<file path="config.mk">
export PLATFORM = sky130hd
export DESIGN_NAME = store_buffer_flat
export DESIGN_NICKNAME = d
export VERILOG_FILES = /design/src/rtl/store_buffer_pkg.sv /design/src/rtl/store_buffer_if.sv /design/src/rtl/store_buffer_match.sv /design/src/rtl/store_buffer.sv /design/src/flat_wrapper.sv
export SDC_FILE = /design/constraint.sdc
export NUM_CORES = 1
export LEC_CHECK = 0
export ABC_CLOCK_PERIOD_IN_PS = 7550
export BUFFER_PORTS_ARGS = -buffer_cell sky130_fd_sc_hd__buf_2
export CAP_MARGIN = 20
export CORE_AREA = 4 4 251 180
export DETAILED_ROUTE_END_ITERATION = 8
export DIE_AREA = 0 0 255 184
export GPL_TIMING_DRIVEN = 1
export RECOVER_POWER = 25
export SETUP_SLACK_MARGIN = 0.1
export SLEW_MARGIN = 20
export SYNTH_ARGS = -nofsm -noshare
export SYNTH_HDL_FRONTEND = slang
export SYNTH_SLANG_ARGS = --single-unit
</file>
<file path="constraint.sdc">
create_clock -name clk -period 7.55 [get_ports clk]
set_input_delay 0.3775 -clock clk [delete_from_list [all_inputs] [get_ports clk]]
set_output_delay 0.3775 -clock clk [all_outputs]
set_load 0.02 [all_outputs]
</file>
<file path="src/rtl/store_buffer_pkg.sv">
// Shared widths, entry bundle and byte-lane merge helper for the store buffer.
// Optional store coalescing is enabled by defining RYSY_STB_MERGE_EN.
package store_buffer_pkg;

  localparam int REG_LEN   = 32;
  localparam int ADDR_LEN  = 32;
  localparam int WADDR_LEN = ADDR_LEN - 2;
  localparam int STB_DEPTH = 4;

  typedef struct packed {
    logic [WADDR_LEN-1:0] addr;
    logic [REG_LEN-1:0]   data;
    logic [3:0]           be;
  } stb_entry_t;

  function automatic logic [REG_LEN-1:0] stb_merge(
    input logic [REG_LEN-1:0] old_d,
    input logic [REG_LEN-1:0] new_d,
    input logic [3:0]         be
  );
    logic [REG_LEN-1:0] r;
    r = old_d;
    for (int i = 0; i < 4; i++) begin
      if (be[i]) r[8*i +: 8] = new_d[8*i +: 8];
    end
    return r;
  endfunction

endpackage

</file>
<file path="src/rtl/store_buffer_if.sv">
// Store-side, load-hazard and data-bus signals of the store buffer.
// slave is the buffer itself; master is the core / memory side.
interface store_buffer_if #(
  parameter int ADDR_LEN = 32
) ();
  import store_buffer_pkg::*;

  localparam int AW = ADDR_LEN - 2;

  logic               st_valid;
  logic [AW-1:0]      st_addr;
  logic [REG_LEN-1:0] st_wdata;
  logic [3:0]         st_be;
  logic               st_ready;
  logic [AW-1:0]      ld_addr;
  logic               ld_hazard;
  logic               bus_req;
  logic [AW-1:0]      bus_addr;
  logic [REG_LEN-1:0] bus_wdata;
  logic [3:0]         bus_be;
  logic               bus_gnt;
  logic               empty;

  modport slave (
    input  st_valid, st_addr, st_wdata, st_be,
    input  ld_addr, bus_gnt,
    output st_ready, ld_hazard, empty,
    output bus_req, bus_addr, bus_wdata, bus_be
  );

  modport master (
    output st_valid, st_addr, st_wdata, st_be,
    output ld_addr, bus_gnt,
    input  st_ready, ld_hazard, empty,
    input  bus_req, bus_addr, bus_wdata, bus_be
  );

endinterface

</file>
<file path="src/rtl/store_buffer_match.sv">
// Valid-masked word-address comparator over all buffer slots.
// Produces one hit bit per slot.
module stb_match #(
  parameter int DEPTH = 4,
  parameter int AW    = 30
) (
  input  logic [AW-1:0]    addr_i [DEPTH],
  input  logic [DEPTH-1:0] valid_i,
  input  logic [AW-1:0]    key_i,
  output logic [DEPTH-1:0] hit_o
);

  always_comb begin
    hit_o = '0;
    for (int i = 0; i < DEPTH; i++) begin
      hit_o[i] = valid_i[i] && (addr_i[i] == key_i);
    end
  end

endmodule

</file>
<file path="src/rtl/store_buffer.sv">
// Posted-store FIFO draining to the data bus, with load-hazard detection.
// Define RYSY_STB_MERGE_EN to coalesce same-word stores into the tail entry.
module store_buffer
  import store_buffer_pkg::*;
#(
  parameter int DEPTH    = STB_DEPTH,
  parameter int ADDR_LEN = 32
) (
  input  logic           clk,
  input  logic           rst,
  store_buffer_if.slave  sb
);

  localparam int AW = ADDR_LEN - 2;
  localparam int PW = $clog2(DEPTH);
  localparam int CW = PW + 1;

  logic [PW-1:0]      rd_q, rd_d;
  logic [PW-1:0]      wr_q, wr_d;
  logic [CW-1:0]      cnt_q, cnt_d;
  logic [AW-1:0]      addr_q [DEPTH];
  logic [REG_LEN-1:0] data_q [DEPTH];
  logic [3:0]         be_q   [DEPTH];
  logic               full;
  logic               push;
  logic               pop;
  logic               merge_hit;
  logic [DEPTH-1:0]   valid;
  logic [DEPTH-1:0]   hit;

  assign full = (cnt_q == CW'(DEPTH));

`ifdef RYSY_STB_MERGE_EN
  logic [PW-1:0] tail;
  assign tail = wr_q - PW'(1);
  // count >= 2 keeps the tail away from the head on the bus
  assign merge_hit = sb.st_valid
                   && (cnt_q >= CW'(2))
                   && (addr_q[tail] == sb.st_addr);
`else
  assign merge_hit = 1'b0;
`endif

  assign sb.st_ready  = ~full | merge_hit;
  assign push         = sb.st_valid & sb.st_ready & ~merge_hit;
  assign sb.bus_req   = (cnt_q != '0);
  assign sb.empty     = (cnt_q == '0);
  assign pop          = sb.bus_req & sb.bus_gnt;
  assign sb.bus_addr  = addr_q[rd_q];
  assign sb.bus_wdata = data_q[rd_q];
  assign sb.bus_be    = be_q[rd_q];

  always_comb begin
    valid = '0;
    for (int i = 0; i < DEPTH; i++) begin
      logic [PW-1:0] off;
      off      = PW'(i) - rd_q;
      valid[i] = ({1'b0, off} < cnt_q);
    end
  end

  stb_match #(
    .DEPTH (DEPTH),
    .AW    (AW)
  ) u_match (
    .addr_i  (addr_q),
    .valid_i (valid),
    .key_i   (sb.ld_addr),
    .hit_o   (hit)
  );

  assign sb.ld_hazard = |hit;

  always_comb begin
    rd_d  = pop  ? rd_q + PW'(1) : rd_q;
    wr_d  = push ? wr_q + PW'(1) : wr_q;
    cnt_d = cnt_q;
    unique case (1'b1)
      push & ~pop: cnt_d = cnt_q + CW'(1);
      pop & ~push: cnt_d = cnt_q - CW'(1);
      default:     cnt_d = cnt_q;
    endcase
  end

  always_ff @(posedge clk or posedge rst) begin
    if (rst) begin
      rd_q  <= '0;
      wr_q  <= '0;
      cnt_q <= '0;
    end else begin
      rd_q  <= rd_d;
      wr_q  <= wr_d;
      cnt_q <= cnt_d;
    end
  end

  always_ff @(posedge clk) begin
    if (push) begin
      addr_q[wr_q] <= sb.st_addr;
      data_q[wr_q] <= sb.st_wdata;
      be_q[wr_q]   <= sb.st_be;
    end
`ifdef RYSY_STB_MERGE_EN
    else if (merge_hit) begin
      data_q[tail] <= stb_merge(data_q[tail], sb.st_wdata, sb.st_be);
      be_q[tail]   <= be_q[tail] | sb.st_be;
    end
`endif
  end

endmodule

</file>
<file path="src/flat_wrapper.sv">
// flat-port wrapper written by rule: the top's interface ports become plain ports
module store_buffer_flat import store_buffer_pkg::*;
#(
  parameter int DEPTH    = STB_DEPTH,
  parameter int ADDR_LEN = 32
)
  (clk, rst, sb_st_valid, sb_st_addr, sb_st_wdata, sb_st_be, sb_ld_addr, sb_bus_gnt, sb_st_ready, sb_ld_hazard, sb_empty, sb_bus_req, sb_bus_addr, sb_bus_wdata, sb_bus_be);
  store_buffer_if #(.ADDR_LEN(ADDR_LEN)) sb_i ();
  input  logic clk;
  input  logic rst;
  input wire logic [$bits(sb_i.st_valid)-1:0] sb_st_valid;
  input wire logic [$bits(sb_i.st_addr)-1:0] sb_st_addr;
  input wire logic [$bits(sb_i.st_wdata)-1:0] sb_st_wdata;
  input wire logic [$bits(sb_i.st_be)-1:0] sb_st_be;
  input wire logic [$bits(sb_i.ld_addr)-1:0] sb_ld_addr;
  input wire logic [$bits(sb_i.bus_gnt)-1:0] sb_bus_gnt;
  output wire logic [$bits(sb_i.st_ready)-1:0] sb_st_ready;
  output wire logic [$bits(sb_i.ld_hazard)-1:0] sb_ld_hazard;
  output wire logic [$bits(sb_i.empty)-1:0] sb_empty;
  output wire logic [$bits(sb_i.bus_req)-1:0] sb_bus_req;
  output wire logic [$bits(sb_i.bus_addr)-1:0] sb_bus_addr;
  output wire logic [$bits(sb_i.bus_wdata)-1:0] sb_bus_wdata;
  output wire logic [$bits(sb_i.bus_be)-1:0] sb_bus_be;
  assign sb_i.st_valid = sb_st_valid;
  assign sb_i.st_addr = sb_st_addr;
  assign sb_i.st_wdata = sb_st_wdata;
  assign sb_i.st_be = sb_st_be;
  assign sb_i.ld_addr = sb_ld_addr;
  assign sb_i.bus_gnt = sb_bus_gnt;
  assign sb_st_ready = sb_i.st_ready;
  assign sb_ld_hazard = sb_i.ld_hazard;
  assign sb_empty = sb_i.empty;
  assign sb_bus_req = sb_i.bus_req;
  assign sb_bus_addr = sb_i.bus_addr;
  assign sb_bus_wdata = sb_i.bus_wdata;
  assign sb_bus_be = sb_i.bus_be;
  store_buffer #(.DEPTH(DEPTH), .ADDR_LEN(ADDR_LEN)) u_core (.clk(clk), .rst(rst), .sb(sb_i));
endmodule
</file>
==> reports/qor.yml, run 1 <==
logic_synthesis:
  synth_edf_count: 264
  yosysTopAreaCell: "edfxtp_1"
  ys_ff_latch: 271
  ys_top_cells_by_count: "edfxtp_1, xnor2_1, mux4_2, xor2_1, nand4_1"
  avgSynthCellArea_um2: 19.85
  synth_top_area_share_pct: 69.34
  syn_nets: 686
  synthCells: 576
  ys.flop_type: "edfxtp_1"
  synth.yosys.seq_area_share_pct: 70.87
  yosysWarnings: 0
  async_flop_share_pct: 2.583
  netlist_area_um2: 11430
  synthTopCellsByArea: "edfxtp_1, mux4_2, xnor2_1"
  synth.most_common_cell: "edfxtp_1"
  ys_types: 34
route:
  viasPerCell: 4.440
  drc_errors: 0
  drtIter0Drc: 408
  routedWlPerCell_um: 21.88
  ant_nets: 0
  firstDrtPassIters: 4
  drt-total-wl_mm: 30.02
  vias: 6091
final_layout:
  area_growth_pct: 24.24
  ff_latch_area_um2: 8110
  fillers: 4193
  fin_util_pct: 33.10
  num_antenna_cells: 0
  multi_input_area_um2: 3167
  layout.nets: 898
  finalInstanceArea_um2: 14200
  drive_above_1_share_pct: 32.68
floorplanning:
  die_w_um: 255
  rows: 64
  start_util_pct: 26.64
  die_h_um: 184
  ios: 170
  core_area_um2: 42920
  fp.dieArea_um2: 46920
sta:
  fmax_mhz: 265.0
  fin_ws_ns: 3.777
  period_needed_ns: 3.773
  tightestPinTransition_ns: 1.044
  timing_hold_violations_final: 0
  tns_ns: 0
  drv_slew: 0
  max-slew-margin-rel_pct: 30.43
  rsz0062_at_grt: "false"
  final.period_utilization_pct: 49.98
  setup_viol: 0
  clock_skew_ns: 0.01553
  fin_hold_ws_ns: 0.08475
global_route:
  antenna_found_initial: 1
  grt_pass1_vias: 6439
  grt_remaining_overflow: 0
  grt_pass1_wl_mm: 43.49
  grt_use_total_pct: 12.58
  grt_start_max_net_pins: 63
run:
  cap_violations: 0
pwr:
  switching_share_pct: 34.24
  seqPwrFrac_pct: 40.1
  power_frac_comb_pct: 32.7
  power_switching_w: 0.001866
  p_int_w: 0.003583
  powerDensity_nw_per_um2: 383.6
  pwr-share-clk_pct: 27.2
  p_leak_nw: 4.730
  peakVddDrop_uv: 226.1
min_path:
  hp-class: "primary input to register"
  hp-start: "sb_st_addr[29]"
  hold_end: "u_core.addr_q[89]$_DFFE_PP_"
  hold_depth: 1
critical_path:
  crit_family: "flip-flops"
  crit_chain: "xnor2_1, inv_1, ha_1, a2111o_1, a2111oi_2, nand4_1, nand4_1, buf_2"
  critical_path_class: "register to primary output"
  end_kind: "primary output"
  worstPathArrival_ns: 3.40
  cp_slowest_cell: "dfrtp_4"
  required_ns: 7.17
  cp_common_cell: "nand4_1"
  r2r_start: "u_core.cnt_q[0]$_DFFE_PP0P_"
  slowest_delay_ns: 1.02
  r2r-end: "u_core.data_q[0][3]$_DFFE_PP_"
  startpoint: "u_core.rd_q[0]$_DFFE_PP0P_"
  cp-start-kind: "register"
  ff2ff_path_depth: 4
  critPathBufInv: 2
  rrSetupSlack_ns: 5.23
  worst-path-max-fanout: 43
clocking:
  cts_buffer_depth: 3
  clock-root-buffer: "clkbuf_16"
  cts_buffers: 30
  htree_levels: 1
  cts_tree: "built"
  cts_sinks: 271
  clk_latency_ns: 0.57
  cts_resized: 0
  path_clk_slew_ns: 0.06
place:
  placed_area_um2: 12920
  post-place-ws_ns: 4.360
  hpwl_mm: 20.51
  gp_congestion: 0.8210
  portBuffers: 169
run_status:
  status: "completed"
-- flip-flops by register name (all words and copies together), names as in the netlist --
| signal | cells |
|---|---|
| u_core.addr_q | 120 |
| u_core.cnt_q | 3 |
| u_core.rd_q | 2 |
| u_core.data_q | 128 |
| u_core.be_q | 16 |
| u_core.wr_q | 2 |
-- worst reg2reg max path, stage by stage (launching register included) --
cell and delay (ns):
dfrtp_1 0.44, inv_2 0.08, nand3_1 0.21, and3_4 0.40
buf_4 0.75
-- area by class of cell --
class	count	share of cell area (%)
multi-input cells	265	22.29
flip-flops and latches	271	57.09
repair buffers	208	8.271
clock inverters	19	1.621
inverters	12	0.3347
well taps	561	4.941
clock buffers	36	5.443
-- repair_timing --
item,CTS,global route
setup buffers,0,0
endpoints found under the hold margin,122,0
hold buffers,33,0
-- routing by layer --
metal,track usage [%],routed length (um),up-vias
met3,3.620,2225,40
li1,-,-,2717
met4,2.007,451,2
met1,17.51,13080,3125
met2,20.10,14260,207
met5,0,7,-
-- how the worst max path moves through the flow --
stage                                 end  slack (ns)  depth (start not counted)
2_1_floorplan  u_core.addr_q[0]$_DFFE_PP_        4.75                          3
5_1_grt                      sb_ld_hazard        3.59                          8
6_report                     sb_ld_hazard        3.78                          8
3_3_place_gp                 sb_ld_hazard        4.38                          8
3_5_place_dp                 sb_ld_hazard        4.36                          8
4_1_cts                      sb_ld_hazard        3.75                          8
-- power groups by stage --
stage	logic, W	registers [W]	clock network (W)
after CTS	0.00184	0.00219	0.00152
after global routing	0.00191	0.00222	0.00159
after global placement	0.00180	0.00221	0
after detailed placement	0.00181	0.00222	0
final	0.00178	0.00219	0.00148
after floorplan	0.00125	0.00211	0
-- per-stage QoR --
step | total power, W | instances
after floorplan | 0.003365 | 576
after global placement | 0.004018 | 1284
after detailed placement | 0.004039 | 1284
after CTS | 0.005557 | 1372
after global routing | 0.005730 | 1372
final | 0.005449 | 1372
-- cells by family (layout without fill, tap and decap cells) --
family                   Yosys count  in the layout  synth area share [%]
AO/OA/AOI/OAI                     10             10                0.7440
XOR/XNOR                         127            127                 9.729
adder cells (fa/ha/maj)           10             10                 1.160
buffers and inverters             40            275                 1.609
flip-flops                       271            271                 70.87
multiplexers                      67             67                 13.09
AND/OR/NAND/NOR                   51             51                 2.801
-- placed cells by master, fill, tap and decap left out, types with 2 or more instances in the layout --
cell,Yosys,final
edfxtp_1,264,264
buf_2,10,132
xnor2_1,74,74
mux4_2,66,66
xor2_1,53,53
clkbuf_1,14,43
dlygate4sd3_1,0,33
clkbuf_16,0,30
nand4_1,22,22
nor4_1,9,9
ha_1,9,9
inv_1,6,6
buf_4,3,6
inv_2,5,5
dfrtp_1,7,5
and3_4,0,4
a2111oi_0,4,4
bufinv_16,0,4
clkinv_2,0,4
clkinv_1,0,4
nand3_1,3,3
nand2_1,3,3
nor2_1,3,3
clkinvlp_4,0,3
a21oi_1,2,2
clkinv_8,0,2
dfrtp_4,0,2
Note: power is estimated with default switching activity, not from simulation.
==> inputs of run 2 (changes only) <==
--- a/config.mk
+++ b/config.mk
@@ -5,7 +5,7 @@
 export SDC_FILE = /design/constraint.sdc
 export NUM_CORES = 1
 export LEC_CHECK = 0
-export ABC_CLOCK_PERIOD_IN_PS = 7550
+export ABC_CLOCK_PERIOD_IN_PS = 3550
 export BUFFER_PORTS_ARGS = -buffer_cell sky130_fd_sc_hd__buf_2
 export CAP_MARGIN = 20
 export CORE_AREA = 4 4 251 180
==> constraint.sdc (replaced) <==
create_clock -name clk -period 3.55 [get_ports clk]
set_input_delay 0.1775 -clock clk [delete_from_list [all_inputs] [get_ports clk]]
set_output_delay 0.1775 -clock clk [all_outputs]
set_load 0.02 [all_outputs]
==> run 2 against run 1 <==
Net effect: combinational power up 130%; core utilization increased by 0.88 points; critical path depth is the same; global-route usage is 0.076 points higher; cell count rose by 2.6%; total power increased by 110%; die area is the same; final area increased by 2.7%; first-iteration DRC count is 2.9% lower; sequential power increased by 110%; sequential share of layout area down 1.5 points; routed wire length is 0.28% higher; critical path type unchanged.
==> reports/qor.yml, run 2 (synthesis results as in run 1) <==
run_status:
  status: "completed"
critical_path:
  r2r-end: "u_core.cnt_q[2]$_DFFE_PP0P_"
  ff2ff_path_depth: 10  # +6
  critical_path_class: "register to primary output"
  end_kind: "primary output"
  rrSetupSlack_ns: 1.34  # -3.89 ns
  worstPathArrival_ns: 2.85  # -0.55 ns
  cp-start-kind: "register"
  r2r_start: "u_core.cnt_q[0]$_DFFE_PP0P_"
  worst-path-max-fanout: 12  # -72%
  required_ns: 3.37  # -3.80 ns
pwr:
  p_leak_nw: 4.875  # +3.1%
  seqPwrFrac_pct: 38.8  # -1.3 points
  pwr-share-clk_pct: 26.5  # -0.7 points
  switching_share_pct: 34.11  # -0.13 points
  power_frac_comb_pct: 34.6  # +1.9 points
  powerDensity_nw_per_um2: 795.2  # +110%
  p_int_w: 0.007640  # +110%
  power_switching_w: 0.003955  # +110%
  peakVddDrop_uv: 463.8  # +110%
final_layout:
  layout.nets: 932  # +3.8%
  fin_cells: 1407  # +2.6%
  layout_commonest_cell: "edfxtp_1"
  area_growth_pct: 27.53
  largestRegisters: "u_core.data_q x128, u_core.addr_q x120, u_core.be_q x16"
  regMostFlops: "u_core.data_q"
  drive_above_1_share_pct: 31.12  # -1.6 points
  final_cell_mix: "edfxtp_1, buf_2, xnor2_1"
  largest_reg_flops: 128  # unchanged
global_route:
  grt_start_max_net_pins: 70  # +11%
  met1_usage_pct: 16.94  # -0.57 points
  antenna_found_initial: 2  # +1
  grt_remaining_overflow: 0  # unchanged
  grt_pass1_vias: 6587  # +2.3%
  gr-usage-met2_pct: 20.88  # +0.78 points
  grt_pass1_wl_mm: 43.78  # +0.67%
  top_usage_layer: "met2"
  grt_use_total_pct: 12.65  # +0.076 points
  grtUsageMet3_pct: 3.875  # +0.25 points
place:
  hpwl_mm: 20.45  # -0.31%
  portBuffers: 169  # unchanged
  gp_congestion: 0.8265  # +0.67%
  place.detailed.instances: 1284  # unchanged
sta:
  tns_ns: 0  # unchanged
  clock_skew_ns: 0.01606  # +0.0005327 ns
  fmax_mhz: 330.7
  tightestPinTransition_ns: 1.067  # +0.02305 ns
  rsz0062_at_grt: "false"
  timing_hold_violations_final: 0  # unchanged
  setup_viol: 0  # unchanged
  period_needed_ns: 3.024
  drv_slew: 0  # unchanged
  final.period_utilization_pct: 85.18
  max-slew-margin-rel_pct: 28.89  # -1.5 points
run:
  cap_violations: 0  # unchanged
min_path:
  hp-class: "primary input to register"
  hold_depth: 3  # +2
  hold_end: "u_core.rd_q[0]$_DFFE_PP0P_"
  hp-start: "sb_bus_gnt"
floorplanning:
  die_w_um: 255  # unchanged
  rows: 64  # unchanged
  core_area_um2: 42920  # unchanged
  ios: 170  # unchanged
  die_h_um: 184  # unchanged
  fp.dieArea_um2: 46920  # unchanged
  start_util_pct: 26.64  # unchanged
route:
  viasPerCell: 4.403  # -0.82%
  routedWlPerCell_um: 21.39  # -2.2%
  firstDrtPassIters: 4  # unchanged
  drt-total-wl_mm: 30.10  # +0.28%
  drtIter0Drc: 396  # -2.9%
  vias: 6195  # +1.7%
  ant_nets: 0  # unchanged
  drc_errors: 0  # unchanged
clocking:
  cts_buffer_depth: 3  # unchanged
  cts_tree: "built"
  htree_levels: 1  # unchanged
  clock-root-buffer: "clkbuf_16"
  clk_latency_ns: 0.56  # about the same
  cts_buffers: 30  # unchanged
  post_cts_buffers: 0  # unchanged
  path_clk_slew_ns: 0.06  # about the same
  cts_resized: 0  # unchanged
  cts_sinks: 271  # unchanged
==> run 2: cell types whose count changed in the layout (fill, tap and decap cells not counted) <==
cell           before  now
dlygate4sd3_1      33   67
clkbuf_16          30   31
buf_2             132  129
buf_12              0    5
clkinv_8            2    0
diode_2             0    1
clkinv_1            4    5
clkinv_2            4    6
clkinv_4            1    0
clkbuf_1           43   44
inv_6               0    3
buf_4               6    1
bufinv_16           4    3
inv_8               1    0
==> run 2: cell type report <==
class / instances / area, um2
timing repair buffer: 242 / 1574
antenna: 1 / 2.502
tap: 561 / 701.9
clock buffer: 35 / 790.8
fill: 4106 / 28340
clock inverter: 20 / 187.7
multi-input combinational: 265 / 3167
sequential: 271 / 8110
inverter: 12 / 47.55
==> run 2: critical path, cell delays in order, from the launching register on <==
cell,delay (ns)
dfrtp_4,0.57
xnor2_1,0.24
inv_1,0.07
ha_1,0.19
a2111o_1,0.41
a2111oi_2,0.29
nand4_1,0.16
nand4_1,0.18
buf_2,0.19
==> run 2: worst max-delay path by stage <==
stage / to / startpoint / cells past startpoint
after floorplan: u_core.addr_q[0]$_DFFE_PP_ / u_core.cnt_q[0]$_DFFE_PP0P_ / 3
after global placement: sb_ld_hazard / u_core.rd_q[1]$_DFFE_PP0P_ / 8
after detailed placement: sb_ld_hazard / u_core.rd_q[1]$_DFFE_PP0P_ / 8
after CTS: sb_ld_hazard / u_core.rd_q[1]$_DFFE_PP0P_ / 8
after global routing: sb_ld_hazard / u_core.rd_q[1]$_DFFE_PP0P_ / 8
final: sb_ld_hazard / u_core.rd_q[1]$_DFFE_PP0P_ / 8
==> run 2: per-stage QoR <==
step | cell area (um2) | power, W | utilization (%) | setup slack (ns) | hold WS (ns)
after floorplan | 11430 | 0.007156 | - | 0.7535 | -0.01910
after global placement | 12980 | 0.008604 | 30.24 | 1.119 | 0.1418
after detailed placement | 12980 | 0.008640 | 30.24 | 1.119 | 0.1352
after CTS | 14630 | 0.01181 | 34.08 | 0.5192 | 0.05035
after global routing | 14580 | 0.01222 | 33.97 | 0.3608 | 0.06876
final | 14580 | 0.01160 | 33.97 | 0.5260 | 0.06533
==> run 2: routing by layer <==
layer	up-vias	wire length (um)
met5	-	7
met4	2	424
met3	37	2447
met2	210	14240
met1	3150	12980
li1	2796	-
==> run 2: what timing repair did <==
item	CTS	global route
endpoints found under the hold margin	271	0
hold buffers	67	0
endpoints found under the setup margin	0	0
==> run 2: power by group through the flow <==
| stage | Clock (W) | Sequential (W) | Combinational (W) |
|---|---|---|---|
| 3_3_place_gp | 0 | 0.00455 | 0.00406 |
| 3_5_place_dp | 0 | 0.00457 | 0.00407 |
| 5_1_grt | 0.00332 | 0.00456 | 0.00434 |
| 2_1_floorplan | 0 | 0.00450 | 0.00266 |
| 6_report | 0.00308 | 0.00450 | 0.00402 |
| 4_1_cts | 0.00316 | 0.00450 | 0.00415 |
==> inputs of run 3 (changes only) <==
--- a/config.mk
+++ b/config.mk
@@ -8,13 +8,15 @@
 export ABC_CLOCK_PERIOD_IN_PS = 3550
 export BUFFER_PORTS_ARGS = -buffer_cell sky130_fd_sc_hd__buf_2
 export CAP_MARGIN = 20
-export CORE_AREA = 4 4 251 180
+export CORE_AREA = 4 4 253 181
+export CTS_BUF_LIST = sky130_fd_sc_hd__clkbuf_4
 export DETAILED_ROUTE_END_ITERATION = 8
-export DIE_AREA = 0 0 255 184
+export DIE_AREA = 0 0 257 185
 export GPL_TIMING_DRIVEN = 1
 export RECOVER_POWER = 25
-export SETUP_SLACK_MARGIN = 0.1
+export SETUP_SLACK_MARGIN = 0.2
 export SLEW_MARGIN = 20
 export SYNTH_ARGS = -nofsm -noshare
 export SYNTH_HDL_FRONTEND = slang
+export SYNTH_HIERARCHICAL = 1
 export SYNTH_SLANG_ARGS = --single-unit
==> run 3 against run 2 <==
Net effect: register-to-register slack lost 0.12 ns; total power shrank 0.94%; combinational power grew 4%; hold slack gained 0.17 ns; routed wire length grew 5.8%; count of clock-buffer cells in the layout grew 68; largest cell class unchanged; highest routed layer unchanged.
==> reports/qor.yml, run 3 <==
pwr:
  p_total_w: 0.01149  # -0.94%
  powerDensity_nw_per_um2: 780.5  # -1.8%
  p_leak_nw: 4.981  # +2.2%
  peakVddDrop_uv: 497.8  # +7.3%
global_route:
  antenna_found_initial: 8  # +6
  gr-usage-met2_pct: 20.31  # -0.58 points
  grt_remaining_overflow: 0  # unchanged
  grt_pass1_wl_mm: 47.17  # +7.7%
  met1_usage_pct: 18.51  # +1.6 points
  top_usage_layer: "met2"
  grtUsageMet3_pct: 4.920  # +1.0 points
  grt_use_total_pct: 13.57  # +0.92 points
  grt_start_max_net_pins: 55  # -21%
  grt_pass1_vias: 7313  # +11%
route:
  vias: 6643  # +7.2%
  ant_nets: 0  # unchanged
  drt-total-wl_mm: 31.85  # +5.8%
  firstDrtPassIters: 4  # unchanged
  drtIter0Drc: 386  # -2.5%
  viasPerCell: 4.350  # -1.2%
  drc_errors: 0  # unchanged
  routedWlPerCell_um: 20.86  # -2.5%
critical_path:
  rrSetupSlack_ns: 1.22  # -0.12 ns
  worst-path-max-fanout: 4  # -8
  r2r_start: "u_core/cnt_q[0]$_DFFE_PP0P_"
  critical_path_class: "register to primary output"
  cp-start-kind: "register"
  worstPathArrival_ns: 2.97  # +0.12 ns
  required_ns: 3.37  # about the same
  r2r-end: "u_core/cnt_q[2]$_DFFE_PP0P_"
  end_kind: "primary output"
  ff2ff_path_depth: 9  # -1
floorplanning:
  die_h_um: 185  # +0.54%
  fp.dieArea_um2: 47550  # +1.3%
  core_area_um2: 43320  # +0.93%
  start_util_pct: 26.72  # +0.086 points
  die_w_um: 257  # +0.78%
  rows: 64  # unchanged
  ios: 170  # unchanged
run:
  cap_violations: 0  # unchanged
sta:
  clock_skew_ns: 0.05550  # +0.03944 ns
  setup_viol: 0  # unchanged
  tightestPinTransition_ns: 0.9325  # -0.1341 ns
  fin_hold_ws_ns: 0.2377  # +0.1724 ns
  timing_hold_violations_final: 0  # unchanged
  rsz0062_at_grt: "false"
  final.period_utilization_pct: 88.62  # +3.4 points
  period_needed_ns: 3.146  # +0.1221 ns
  drv_slew: 0  # unchanged
  tns_ns: 0  # unchanged
  fmax_mhz: 317.9  # -3.9%
  max-slew-margin-rel_pct: 37.83  # +8.9 points
logic_synthesis:
  synth_xor_area_share_pct: 9.867  # +0.14 points
  netlist_area_um2: 11580  # +1.3%
  yosys-mux-area-fraction_pct: 13.06  # -0.033 points
  synth_edf_count: 264  # unchanged
  avgSynthCellArea_um2: 19.89  # +0.21%
  synthAdderAreaFrac_pct: 1.146  # -0.014 points
  synthCells: 582  # +1.0%
  syn_nets: 692  # +0.87%
  ys_top_cells_by_count: "edfxtp_1, xnor2_1, mux4_2, nand4_1, xor2_1"
  ys_types: 30  # -12%
  ys_ff_latch: 271  # unchanged
  synth_top_area_share_pct: 68.48  # -0.86 points
  yosysWarnings: 6  # +6
  ys.flop_type: "edfxtp_1"
  synth.yosys.seq_area_share_pct: 69.99  # -0.88 points
  synth-compound-area-share_pct: 0.3242  # -0.42 points
  synth.most_common_cell: "edfxtp_1"
  async_flop_share_pct: 2.583  # unchanged
  synth_top_family_by_area: "multiplexers"
  synth_simple_gate_area_share_pct: 3.285  # +0.48 points
  synthTopCellsByArea: "edfxtp_1, mux4_2, xnor2_1"
  yosysTopAreaCell: "edfxtp_1"
place:
  portBuffers: 169  # unchanged
  gp_congestion: 0.7894  # -4.5%
  hpwl_mm: 21.73  # +6.3%
  place.detailed.instances: 1325  # +3.2%
run_status:
  status: "completed"
clocking:
  cts_sinks: 271  # unchanged
  htree_levels: 3  # +2
  cts_buffer_depth: 3  # unchanged
  clock-root-buffer: "clkbuf_4"
  clk_latency_ns: 0.73  # +0.17 ns
  cts_tree: "built"
  path_clk_slew_ns: 0.06  # about the same
  cts_buffers: 74  # +150%
final_layout:
  regMostFlops: "u_core/data_q"
  largestRegisters: "u_core/data_q x128, u_core/addr_q x120, u_core/be_q x16"
  layout_commonest_cell: "edfxtp_1"
  area_growth_pct: 27.12
  fillers: 4256  # +3.7%
  drive_above_1_share_pct: 37.12  # +6.0 points
  largest_reg_flops: 128  # unchanged
  fin_util_pct: 33.97  # about the same
  final_cell_mix: "edfxtp_1, buf_2, clkbuf_4, xnor2_1, dlygate4sd3_1"
  layout.nets: 991  # +6.3%
  fin_cells: 1527  # +8.5%
min_path:
  hold_end: "u_core/data_q[2][27]$_DFFE_PP_"
  hp-start: "sb_st_wdata[27]"
  hp-class: "primary input to register"
  hold_depth: 2  # -1
-- run 3: cell types whose count changed in the layout (fill, tap and decap cells not counted), moves of 4 or more --
cell	previous run	this run
buf_12	5	1
xor2_1	53	19
nor4_1	9	4
clkbuf_16	31	0
clkinv_1	5	17
nand4_1	22	28
buf_4	1	19
clkbuf_4	0	103
xnor2_1	74	103
a2111oi_0	4	0
xnor2_2	0	5
-- run 3: logic make-up (layout without fill, tap and decap cells) --
group           Yosys count  in the layout
flops                   271            271
buf+inv                  45            395
compound gates            6              6
other cells               0              1
fa+ha+maj                10             10
mux                      68             68
simple gates             55             55
xor+xnor                127            127
-- run 3: repair_timing --
item / in CTS / in global routing
gates resized for setup: 2 / 5
endpoints found under the hold margin: 276 / 0
gates cloned: 0 / 0
setup endpoints to repair: 34 / 1
hold buffers: 70 / 0
setup buffers: 4 / 0
pin swaps: 0 / 6
-- run 3: cell type report --
cell class | instances | area, um2 | share of cell area (%)
Antenna cell | 1 | 2.502 | 0.01700
Clock buffer | 103 | 773.2 | 5.254
Clock inverter | 24 | 151.4 | 1.029
Inverter | 10 | 37.54 | 0.2551
Multi-Input combinational cell | 266 | 3247 | 22.06
Sequential cell | 271 | 8110 | 55.11
Tap cell | 594 | 743.2 | 5.050
Timing Repair Buffer | 258 | 1652 | 11.22
-- run 3: through the flow --
step / instance area, um2 / setup WS, ns
floorplan: 11580 / 1.022
global placement: 13080 / 0.7683
detailed placement: 13080 / 0.8169
CTS: 14740 / 0.2272
global route: 14720 / 0.2035
finish: 14720 / 0.4039
-- run 3: critical path: stages, from the launching register on --
cell     delay, ns
dfrtp_4       0.51
xnor2_2       0.16
ha_1          0.31
a21oi_2       0.11
or2_1         0.11
nand4_1       0.08
or4_4         0.57
nor4_4        0.14
or4_4         0.17
buf_4         0.13
-- run 3: worst max-delay path by stage --
stage	start	endpoint	slack, ns
floorplan	u_core/rd_q[0]$_DFFE_PP0P_	sb_ld_hazard	1.02
global placement	u_core/rd_q[0]$_DFFE_PP0P_	sb_ld_hazard	0.77
detailed placement	u_core/rd_q[0]$_DFFE_PP0P_	sb_ld_hazard	0.82
CTS	u_core/rd_q[0]$_DFFE_PP0P_	sb_ld_hazard	0.23
global route	u_core/cnt_q[1]$_DFFE_PP0P_	sb_ld_hazard	0.20
finish	u_core/rd_q[1]$_DFFE_PP0P_	sb_ld_hazard	0.40
-- run 3: power breakdown --
part	switching, W	internal, W
clock network	0.00131	0.00148
registers	0.000270	0.00425
logic	0.00247	0.00170
total	0.00405	0.00743
-- run 3: routing by layer --
layer / wire, um / part of all wire (%) / up-vias
li1: - / - / 2954
met1: 14040 / 44 / 3340
met2: 14290 / 45 / 271
met3: 2762 / 8.7 / 72
met4: 726 / 2.3 / 6
met5: 41 / 0.13 / -
